<file path="src/rtl/mips_pkg.sv">
// rtl/mips_pkg.sv - shared state, opcode, funct and datapath-select encodings
package mips_pkg;

   typedef enum logic [3:0] {
      S_FETCH, S_DECODE, S_MEMADR, S_MEMRD, S_MEMWB, S_MEMWR,
      S_EXEC, S_ALUWB, S_BRANCH, S_IEXEC, S_IWB, S_JUMP
   } state_t;

   localparam logic [5:0] OP_RTYPE = 6'b000000;
   localparam logic [5:0] OP_LW    = 6'b100011;
   localparam logic [5:0] OP_SW    = 6'b101011;
   localparam logic [5:0] OP_BEQ   = 6'b000100;
   localparam logic [5:0] OP_BNE   = 6'b000101;
   localparam logic [5:0] OP_ADDI  = 6'b001000;
   localparam logic [5:0] OP_ANDI  = 6'b001100;
   localparam logic [5:0] OP_ORI   = 6'b001101;
   localparam logic [5:0] OP_J     = 6'b000010;

   localparam logic [5:0] F_ADD = 6'b100000;
   localparam logic [5:0] F_SUB = 6'b100010;
   localparam logic [5:0] F_AND = 6'b100100;
   localparam logic [5:0] F_OR  = 6'b100101;
   localparam logic [5:0] F_SLT = 6'b101010;

   localparam logic [2:0] ALU_ADD = 3'b010;
   localparam logic [2:0] ALU_SUB = 3'b110;
   localparam logic [2:0] ALU_AND = 3'b000;
   localparam logic [2:0] ALU_OR  = 3'b001;
   localparam logic [2:0] ALU_SLT = 3'b111;

   localparam logic [1:0] SRCB_B     = 2'b00;
   localparam logic [1:0] SRCB_FOUR  = 2'b01;
   localparam logic [1:0] SRCB_IMM   = 2'b10;
   localparam logic [1:0] SRCB_IMMSH = 2'b11;

   localparam logic [1:0] PC_ALU    = 2'b00;
   localparam logic [1:0] PC_ALUOUT = 2'b01;
   localparam logic [1:0] PC_JUMP   = 2'b10;

   function automatic logic is_zeroext_op(input logic [5:0] op);
      return (op == OP_ANDI) || (op == OP_ORI);
   endfunction

endpackage

</file>
<file path="src/rtl/mips_mc_controller_if.sv">
// rtl/mips_mc_controller_if.sv - controller <-> datapath/memory signal bundle
interface mips_mc_controller_if #(
   parameter int CNT_W = 32
);
   logic [5:0]       op;
   logic [5:0]       funct;
   logic             zero;
   logic             memready;
   logic             memreq;
   logic             memwrite;
   logic             IorD;
   logic             IRwrite;
   logic             memtoreg;
   logic             pcEn;
   logic             regwrite;
   logic             regdst;
   logic             alusrcA;
   logic             zeroext;
   logic [2:0]       alucontrol;
   logic [1:0]       alusrcB;
   logic [1:0]       pcsrc;
   logic             illegal;
   logic [CNT_W-1:0] instret;

   modport master (
      input  op, funct, zero, memready,
      output memreq, memwrite, IorD, IRwrite, memtoreg, pcEn, regwrite,
             regdst, alusrcA, zeroext, alucontrol, alusrcB, pcsrc,
             illegal, instret
   );

   modport slave (
      output op, funct, zero, memready,
      input  memreq, memwrite, IorD, IRwrite, memtoreg, pcEn, regwrite,
             regdst, alusrcA, zeroext, alucontrol, alusrcB, pcsrc,
             illegal, instret
   );
endinterface

</file>
<file path="src/rtl/mips_mc_controller_alu_decoder.sv">
// rtl/mips_mc_controller_alu_decoder.sv - R-type funct to alucontrol map with validity flag
module alu_decoder
   import mips_pkg::*;
(
   input  logic [5:0] funct,
   output logic [2:0] alucontrol,
   output logic       funct_ok
);

   always_comb begin
      alucontrol = ALU_ADD;
      funct_ok   = 1'b1;
      case (funct)
         F_ADD:   alucontrol = ALU_ADD;
         F_SUB:   alucontrol = ALU_SUB;
         F_AND:   alucontrol = ALU_AND;
         F_OR:    alucontrol = ALU_OR;
         F_SLT:   alucontrol = ALU_SLT;
         default: funct_ok   = 1'b0;
      endcase
   end

endmodule

</file>
<file path="src/rtl/mips_mc_controller.sv">
// rtl/mips_mc_controller.sv - multicycle MIPS control FSM with memready-stalled memory accesses
module mips_mc_controller
   import mips_pkg::*;
#(
   parameter bit EXT_OPS = 1'b1,
   parameter int CNT_W   = 32
) (
   input  logic                 clk,
   input  logic                 reset,
   mips_mc_controller_if.master bus
);

   state_t           state, state_next;
   logic [CNT_W-1:0] cnt;
   logic [2:0]       funct_ctl;
   logic             funct_ok;

   logic       memreq_c, memwrite_c, irwrite_c, pcen_c, regwrite_c, illegal_c;
   logic       iord, memtoreg, regdst, alusrca, zeroext, retire;
   logic [2:0] aluctl;
   logic [1:0] srcb, pcsrc;

   alu_decoder u_alu_decoder (
      .funct      (bus.funct),
      .alucontrol (funct_ctl),
      .funct_ok   (funct_ok)
   );

   always_ff @(posedge clk or posedge reset) begin
      if (reset) state <= S_FETCH;
      else       state <= state_next;
   end

   always_comb begin
      state_next = state;
      memreq_c   = 1'b0;
      memwrite_c = 1'b0;
      irwrite_c  = 1'b0;
      pcen_c     = 1'b0;
      regwrite_c = 1'b0;
      illegal_c  = 1'b0;
      iord       = 1'b0;
      memtoreg   = 1'b0;
      regdst     = 1'b0;
      alusrca    = 1'b0;
      zeroext    = 1'b0;
      retire     = 1'b0;
      aluctl     = 3'b000;
      srcb       = SRCB_B;
      pcsrc      = PC_ALU;
      case (state)
         S_FETCH: begin
            memreq_c = 1'b1;
            srcb     = SRCB_FOUR;
            aluctl   = ALU_ADD;
            if (bus.memready) begin
               irwrite_c  = 1'b1;
               pcen_c     = 1'b1;
               state_next = S_DECODE;
            end
         end
         S_DECODE: begin
            // branch target is computed here so BRANCH can take it from aluout
            srcb       = SRCB_IMMSH;
            aluctl     = ALU_ADD;
            state_next = S_FETCH;
            case (bus.op)
               OP_LW, OP_SW:               state_next = S_MEMADR;
               OP_RTYPE: if (funct_ok)     state_next = S_EXEC;
               OP_BEQ:                     state_next = S_BRANCH;
               OP_BNE:   if (EXT_OPS)      state_next = S_BRANCH;
               OP_ADDI, OP_ANDI, OP_ORI:
                         if (EXT_OPS)      state_next = S_IEXEC;
               OP_J:     if (EXT_OPS)      state_next = S_JUMP;
               default:                    state_next = S_FETCH;
            endcase
            illegal_c = (state_next == S_FETCH);
         end
         S_MEMADR: begin
            alusrca    = 1'b1;
            srcb       = SRCB_IMM;
            aluctl     = ALU_ADD;
            state_next = (bus.op == OP_SW) ? S_MEMWR : S_MEMRD;
         end
         S_MEMRD: begin
            memreq_c = 1'b1;
            iord     = 1'b1;
            if (bus.memready) state_next = S_MEMWB;
         end
         S_MEMWB: begin
            regwrite_c = 1'b1;
            memtoreg   = 1'b1;
            retire     = 1'b1;
            state_next = S_FETCH;
         end
         S_MEMWR: begin
            memreq_c   = 1'b1;
            memwrite_c = 1'b1;
            iord       = 1'b1;
            if (bus.memready) begin
               retire     = 1'b1;
               state_next = S_FETCH;
            end
         end
         S_EXEC: begin
            alusrca    = 1'b1;
            srcb       = SRCB_B;
            aluctl     = funct_ctl;
            state_next = S_ALUWB;
         end
         S_ALUWB: begin
            regwrite_c = 1'b1;
            regdst     = 1'b1;
            retire     = 1'b1;
            state_next = S_FETCH;
         end
         S_BRANCH: begin
            alusrca    = 1'b1;
            srcb       = SRCB_B;
            aluctl     = ALU_SUB;
            pcsrc      = PC_ALUOUT;
            pcen_c     = ((bus.op == OP_BEQ) &&  bus.zero) ||
                         ((bus.op == OP_BNE) && !bus.zero);
            retire     = 1'b1;
            state_next = S_FETCH;
         end
         S_IEXEC: begin
            alusrca = 1'b1;
            srcb    = SRCB_IMM;
            zeroext = is_zeroext_op(bus.op);
            case (bus.op)
               OP_ANDI: aluctl = ALU_AND;
               OP_ORI:  aluctl = ALU_OR;
               default: aluctl = ALU_ADD;
            endcase
            state_next = S_IWB;
         end
         S_IWB: begin
            // the instruction register is stable, so recomputing keeps zeroext unchanged
            regwrite_c = 1'b1;
            zeroext    = is_zeroext_op(bus.op);
            retire     = 1'b1;
            state_next = S_FETCH;
         end
         S_JUMP: begin
            pcsrc      = PC_JUMP;
            pcen_c     = 1'b1;
            retire     = 1'b1;
            state_next = S_FETCH;
         end
         default: state_next = S_FETCH;
      endcase
   end

   always_ff @(posedge clk or posedge reset) begin
      if (reset)       cnt <= '0;
      else if (retire) cnt <= cnt + CNT_W'(1);
   end

   // strobes are masked while reset is held so no access or write leaks out
   assign bus.memreq     = memreq_c   & ~reset;
   assign bus.memwrite   = memwrite_c & ~reset;
   assign bus.IRwrite    = irwrite_c  & ~reset;
   assign bus.pcEn       = pcen_c     & ~reset;
   assign bus.regwrite   = regwrite_c & ~reset;
   assign bus.illegal    = illegal_c  & ~reset;
   assign bus.IorD       = iord;
   assign bus.memtoreg   = memtoreg;
   assign bus.regdst     = regdst;
   assign bus.alusrcA    = alusrca;
   assign bus.zeroext    = zeroext;
   assign bus.alucontrol = aluctl;
   assign bus.alusrcB    = srcb;
   assign bus.pcsrc      = pcsrc;
   assign bus.instret    = cnt;

endmodule

</file>
<file path="src/flat_wrapper.sv">
// flat-port wrapper written by rule: the top's interface ports become plain ports
module mips_mc_controller_flat import mips_pkg::*;
#(
   parameter bit EXT_OPS = 1'b1,
   parameter int CNT_W   = 32
)
  (clk, reset, bus_op, bus_funct, bus_zero, bus_memready, bus_memreq, bus_memwrite, bus_IorD, bus_IRwrite, bus_memtoreg, bus_pcEn, bus_regwrite, bus_regdst, bus_alusrcA, bus_zeroext, bus_alucontrol, bus_alusrcB, bus_pcsrc, bus_illegal, bus_instret);
  mips_mc_controller_if #(.CNT_W(CNT_W)) bus_i ();
  input  logic clk;
  input  logic reset;
  input wire logic [$bits(bus_i.op)-1:0] bus_op;
  input wire logic [$bits(bus_i.funct)-1:0] bus_funct;
  input wire logic [$bits(bus_i.zero)-1:0] bus_zero;
  input wire logic [$bits(bus_i.memready)-1:0] bus_memready;
  output wire logic [$bits(bus_i.memreq)-1:0] bus_memreq;
  output wire logic [$bits(bus_i.memwrite)-1:0] bus_memwrite;
  output wire logic [$bits(bus_i.IorD)-1:0] bus_IorD;
  output wire logic [$bits(bus_i.IRwrite)-1:0] bus_IRwrite;
  output wire logic [$bits(bus_i.memtoreg)-1:0] bus_memtoreg;
  output wire logic [$bits(bus_i.pcEn)-1:0] bus_pcEn;
  output wire logic [$bits(bus_i.regwrite)-1:0] bus_regwrite;
  output wire logic [$bits(bus_i.regdst)-1:0] bus_regdst;
  output wire logic [$bits(bus_i.alusrcA)-1:0] bus_alusrcA;
  output wire logic [$bits(bus_i.zeroext)-1:0] bus_zeroext;
  output wire logic [$bits(bus_i.alucontrol)-1:0] bus_alucontrol;
  output wire logic [$bits(bus_i.alusrcB)-1:0] bus_alusrcB;
  output wire logic [$bits(bus_i.pcsrc)-1:0] bus_pcsrc;
  output wire logic [$bits(bus_i.illegal)-1:0] bus_illegal;
  output wire logic [$bits(bus_i.instret)-1:0] bus_instret;
  assign bus_i.op = bus_op;
  assign bus_i.funct = bus_funct;
  assign bus_i.zero = bus_zero;
  assign bus_i.memready = bus_memready;
  assign bus_memreq = bus_i.memreq;
  assign bus_memwrite = bus_i.memwrite;
  assign bus_IorD = bus_i.IorD;
  assign bus_IRwrite = bus_i.IRwrite;
  assign bus_memtoreg = bus_i.memtoreg;
  assign bus_pcEn = bus_i.pcEn;
  assign bus_regwrite = bus_i.regwrite;
  assign bus_regdst = bus_i.regdst;
  assign bus_alusrcA = bus_i.alusrcA;
  assign bus_zeroext = bus_i.zeroext;
  assign bus_alucontrol = bus_i.alucontrol;
  assign bus_alusrcB = bus_i.alusrcB;
  assign bus_pcsrc = bus_i.pcsrc;
  assign bus_illegal = bus_i.illegal;
  assign bus_instret = bus_i.instret;
  mips_mc_controller #(.EXT_OPS(EXT_OPS), .CNT_W(CNT_W)) u_core (.clk(clk), .reset(reset), .bus(bus_i));
endmodule
</file>
<file path="config.mk">
export PLATFORM = sky130hd
export DESIGN_NAME = mips_mc_controller_flat
export DESIGN_NICKNAME = d
export VERILOG_FILES = /design/src/rtl/mips_pkg.sv /design/src/rtl/mips_mc_controller_if.sv /design/src/rtl/mips_mc_controller_alu_decoder.sv /design/src/rtl/mips_mc_controller.sv /design/src/flat_wrapper.sv
export SDC_FILE = /design/constraint.sdc
export NUM_CORES = 1
export LEC_CHECK = 0
export ABC_AREA = 1
export CORE_MARGIN = 5
export CORE_UTILIZATION = 54
export DETAILED_ROUTE_END_ITERATION = 8
export PLACE_DENSITY = 0.95
export RECOVER_POWER = 50
export SETUP_SLACK_MARGIN = 0.15
export SYNTH_ARGS = -nofsm -noshare
export SYNTH_HDL_FRONTEND = slang
export SYNTH_SLANG_ARGS = --single-unit
export TNS_END_PERCENT = 50
</file>
<file path="constraint.sdc">
create_clock -name clk -period 4.95 [get_ports clk]
set_clock_uncertainty 0.15 [all_clocks]
set_input_delay 0.99 -clock clk [delete_from_list [all_inputs] [get_ports clk]]
set_output_delay 0.99 -clock clk [all_outputs]
set_load 0.02 [all_outputs]
</file>
-- Word level (Yosys, flattened, before mapping)
Cells that the tools add are included.
Widths: inputs -> output; s select.
- word-level logic and storage cells: 85
- output and inout bits: 50
- flip-flop bits (word level): 36
- bits of input ports: 16
- reductions and logical operators: 21
- add/sub/neg operators: 1
- bitwise gates (word level): 7
- muxes and demuxes: 27
- eq/ne operators: 27
- operators by type and width (kind ; count):
    $eq 6x6->1 const B ; 7
    $add 32x1->32 const B ; 1
    $pmux 4 s7 ; 1
    $pmux 3 s4 ; 2
    $pmux 4 s5 ; 1
    $eq 6x4->1 const B ; 3
    $eq 4x3->1 const B ; 4
    $eq 4x4->1 const B ; 4
    $mux 4 ; 4
    $eq 6x3->1 const B ; 2
    $mux 1 ; 12
    $reduce_or 3->1 ; 4
    $reduce_or 2->1 ; 5
    $reduce_or 5->1 ; 2
    $eq 4x2->1 const B ; 2
    $logic_not 4->1 ; 2
    $pmux 2 s2 ; 2
    $and 1x1->1 ; 6
    $eq 6x2->1 const B ; 1
    $logic_not 6->1 ; 1
    $mux 3 ; 2
    $ne 2x2->1 const B ; 3
    $pmux 2 s3 ; 1
    $eq 4x1->1 const B ; 1
    8 further kinds ; 10

-- Logic depth before layout (Yosys ltp)
- depth after elaboration: 9
- mapped depth: 11
- mapped depth without buffers: 10

-- By module
A second synthesis with hierarchy kept.
- cells, all modules: 493
- area total of the unflattened synthesis: 2839.0 um2
- modules (own cells, without submodules) (module ; instances ; cells each ; sequential area each (um2) ; area each (um2)):
    mips_mc_controller ; 1 ; 465 ; 900.9 ; 2720.1
    alu_decoder ; 1 ; 28 ; 0.0 ; 118.9

-- Worst setup path before layout
Ideal clock, no wire load.
- path type: input -> output
- from: in bus_op[5]
- to: out bus_pcEn
- stages: 5
- path buffers: 0
- arrival: 1.832 ns
- required time: 3.810 ns
- path slack: 1.978 ns
- path through: inv_1 -> nand2_1 -> nor4_1 -> nand3_1 -> a31oi_1
- longest elaborated chain between the ends: 5
- elaborated cells on any way between the ends: 7
- those cells by class: eq/ne (2); mux (1); bitwise (1); reduce/logical (3)
- ends and longest elaborated chain (element ; line ; RTL):
    start: declaration ; flat_wrapper.sv:11 ; input wire logic [$bits(bus_i.op)-1:0] bus_op;
    $eq 6x3->1, on equally long branches ; mips_mc_controller.sv:122, mips_mc_controller.sv:123 ;
    $logic_and 1x1->1, on equally long branches ; mips_mc_controller.sv:122, mips_mc_controller.sv:123 ;
    $logic_or 1x1->1 * ; mips_mc_controller.sv:122 ; pcen_c = ((bus.op == OP_BEQ) && bus.zero) ||
    $pmux 1 s3 * ; mips_mc_controller.sv:51 ; case (state)
    $and 1x1->1 * ; mips_mc_controller.sv:164 ; assign bus.pcEn = pcen_c & ~reset;
    end: declaration ; flat_wrapper.sv:20 ; output wire logic [$bits(bus_i.pcEn)-1:0] bus_pcEn;
Every way passes the cells marked *; elsewhere a longest branch is shown, timed or not.

-- Final worst setup path
- from: in bus_op[2]
- to: out bus_illegal
- longest elaborated chain between the ends: 7
- elaborated cells on any way between the ends: 17
- those cells by class: eq/ne (8); mux (3); bitwise (1); reduce/logical (5)
- ends and longest elaborated chain (element ; line ; RTL):
    $eq 6x4->1 (tied with other cells) ; mips_mc_controller.sv:67 ; case (bus.op)
    $reduce_or 3->1 (tied with other cells) ; mips_mc_controller.sv:67 ;
    $pmux 4 s5 * ; mips_mc_controller.sv:67 ;
    $mux 4 * ; mips_mc_controller.sv:51 ;
    $logic_not 4->1 * ; mips_mc_controller.sv:77 ; illegal_c = (state_next == S_FETCH);
    $mux 1 * ; mips_mc_controller.sv:51 ;
    $and 1x1->1 * ; mips_mc_controller.sv:166 ; assign bus.illegal = illegal_c & ~reset;
    end: declaration ; flat_wrapper.sv:28 ; output wire logic [$bits(bus_i.illegal)-1:0] bus_illegal;
Every way passes the cells marked *; elsewhere a longest branch is shown, timed or not. The select of a mux whose other input is x is not followed.

==> summary.md <==
| Metric | Value |
|---|---|
| Synth top area share | `0.332` |
| Seq/Total Area, Yosys | `0.332` |
| Status | `complete, but fails checks` |
| Critical path class | `in -> out` |
| Initial DRC Count | `237` |
| Num Clock Sinks | `36` |
| Period Utilization, post-route | `0.823` |
| Largest family of logic cells by synthesized area | `simple AND/OR/NAND/NOR gates` |
| Die area | `6550 um2` |
| Syn_nets | `446` |
| DP HPWL | `5.93 mm` |
| Power density over cell area | `338 nW/um2` |
| Post-synth EDFFs | `0` |
| Fin util | `0.726` |
| CP required | `3.81 ns` |
| Number of nets in the layout | `514` |
| Mean Syn Cell Area | `6.33 um2` |
| Compound-Gate Fraction of Synth Area | `0.0488` |
| Total count of max-transition violations in the final report | `33` |
| WL final | `7.60 mm` |
| Core ar. | `4820 um2` |
| Worst slew pin tran | `1.67 ns` |
| Worst-path clk slew | `0.08 ns` |
| Synth async-reset ratio | `1.00` |
| CP Max Fanout | `3` |
| Worst setup path startpoint | `bus_op[2]` |
| Initial antenna violation count | `0` |
| Die Y | `80.9 um` |
| Maximum clock frequency | `245 MHz` |
| Routed Antenna Nets | `0` |
| Synth Area in XOR/XNOR | `0.0709` |
| Failing checks | `max-capacitance violations, max-slew violations` |
| Gr ovfl total | `0` |
| Fillers | `399` |
| Top_reg_cell synth | `dfrtp_1` |
| Final min period | `4.07 ns` |
| First-pass GRT wire length | `13.1 mm` |
| Hold Startpoint | `u_core.bus.instret[17]` |
| Critical path launch point type | `primary input` |
| Leak Pwr | `1.59 nW` |
| # DRC | `0` |
| Critical R2R Launch | `u_core.state[0]` |
| Row count | `25` |
| Synth warn | `0` |
| Gr usage total | `0.255` |
| Register area | `901 um2` |
| Hold buffers post-CTS | `0` |
| Area of the multi-input gates | `1520 um2` |
| Avg WL per Cell | `13.5 um` |
| CTS tree | `yes` |
| Placed instance count | `557` |
| Synth top cells by count | `nand2_1, nor2_1, inv_1` |
| RSZ-0062 raised after global routing | `no` |
| Vias in the first global route | `2907` |
| Post-synth cell types | `28` |
| Hold_ws | `0.401 ns` |
| Mux cell area share after synthesis | `0` |
| Worst R2R Path Depth | `8` |
| Crit path DAT | `2.93 ns` |
| Largest net degree at the start of global routing | `42` |
| Ports | `66` |
| First drt pass iteration count | `5` |
| CTS Buf Count | `5` |
| Worst-skew pair later-pin latency | `0.30 ns` |
| # resized after CTS | `0` |
| Die Span X | `80.9 um` |
| Final setup viols | `0` |
| Worst reg2reg setup slack | `2.10 ns` |
| ANT cells | `0` |
| Share of cells above drive strength 1 | `0.0622` |
| Top cells by area, synth | `dfrtp_1, nand2_1, nor2_1` |
| Setup TNS Final | `0 ns` |
| Total number of vias | `2997` |
| Gpl congestion | `1.06` |
| Final cell count without fillers | `565` |
| Mapped cell area | `2720 um2` |
| Synth-to-Final Area Change | `28.8%` |
| Leading area contributor after synthesis | `dfrtp_1` |
| Effective utilization at floorplan | `0.564` |
| Worst reg2reg endpoint | `u_core.bus.instret[30]` |
| Worst Setup End Kind | `primary output` |
| Final Hold Vio Count | `0` |
| Synth Instances | `429` |
| IO Port Bufs | `65` |
| Simple-Gate Fraction of Synth Area | `0.439` |
| Vias/cell | `5.30` |
| Synth Area in Adders | `0.00461` |
| CTS max path bufs | `2` |
| Maxcap violations | `1` |
| VDD IR max | `0.248 mV` |
| Most common cell in the netlist | `nand2_1` |
| Clk root buf | `clkbuf_8` |
| Post-CTS Setup Inserts | `0` |
| Slew HR | `-0.114` |
| CTS H-tree depth | `2` |
| WHS Endpoint | `u_core.bus.instret[17]` |
| #FFs+latches synth | `36` |
| Hold crit path type | `reg -> reg` |
| Hold depth | `1` |
## critical path, stage by stage
cell	delay, ns
dlygate4sd3_1	0.58
inv_1	0.09
nor3_1	0.29
nand2_1	0.14
nand3_1	0.12
nor2_1	0.06
nand3_1	0.10
nor2_1	0.04
clkdlybuf4s50_1	0.53
## where the power goes
part	switching, mW	internal, mW	total, mW
Sequential	0.0589	0.338	0.397
Combinational	0.352	0.214	0.567
Clock	0.107	0.113	0.220
## through the flow
step | cell area (um2) | setup WS [ns] | power [mW]
6_report | 3500 | 0.875 | 1.18
5_1_grt | 3500 | 0.719 | 1.27
4_1_cts | 3510 | 0.941 | 1.19
3_5_place_dp | 3420 | 0.936 | 0.972
3_3_place_gp | 3420 | 1.02 | 0.957
2_1_floorplan | 2720 | 1.98 | 0.764
## placed cells by master, fill, tap and decap left out, types with 5 or more instances in the layout
cell,netlist,final
nand2_2,12,11
dlygate4sd3_1,0,9
nand4_1,8,8
dfrtp_1,36,36
nand2_1,135,137
o21ai_0,6,16
clkbuf_8,0,6
nor2_1,66,66
xor2_1,17,17
xnor2_1,5,5
inv_2,6,6
nor3_1,17,17
clkdlybuf4s50_1,0,56
nand3_1,25,25
inv_1,59,59
## layer usage
layer  wire length, um  track usage  vias to the layer above
met2              3870        0.458                      125
met3               543       0.0510                       23
met4               187       0.0929                        0
met1              3000        0.299                     1381
met5                 0            0                        -
li1                  -            -                     1468
## area by class of cell
type                    count  share of cell area
multi-input cells         323               0.435
flip-flops and latches     36               0.258
repair buffers             66               0.187
inverters                  65              0.0697
clock buffers               7              0.0247
well taps                  67              0.0240
clock inverters             1             0.00215
## kinds of logic after synthesis
kind of cell / Yosys count
fa+ha+maj: 1
simple gates: 275
xor+xnor: 22
compound gates: 25
buf+inv: 70
flops: 36
## how the worst max path moves through the flow
stage / end / slack (ns)
floorplan: bus_pcEn / 1.98
CTS: bus_alucontrol[1] / 0.94
global placement: bus_pcEn / 1.02
finish: bus_illegal / 0.88
global route: bus_illegal / 0.72
detailed placement: bus_alucontrol[1] / 0.94
## registers in the layout, indices dropped and copies added (netlist names)
name and cells:
u_core.bus.instret 32, u_core.state 4
(Power assumes the default switching activity.)
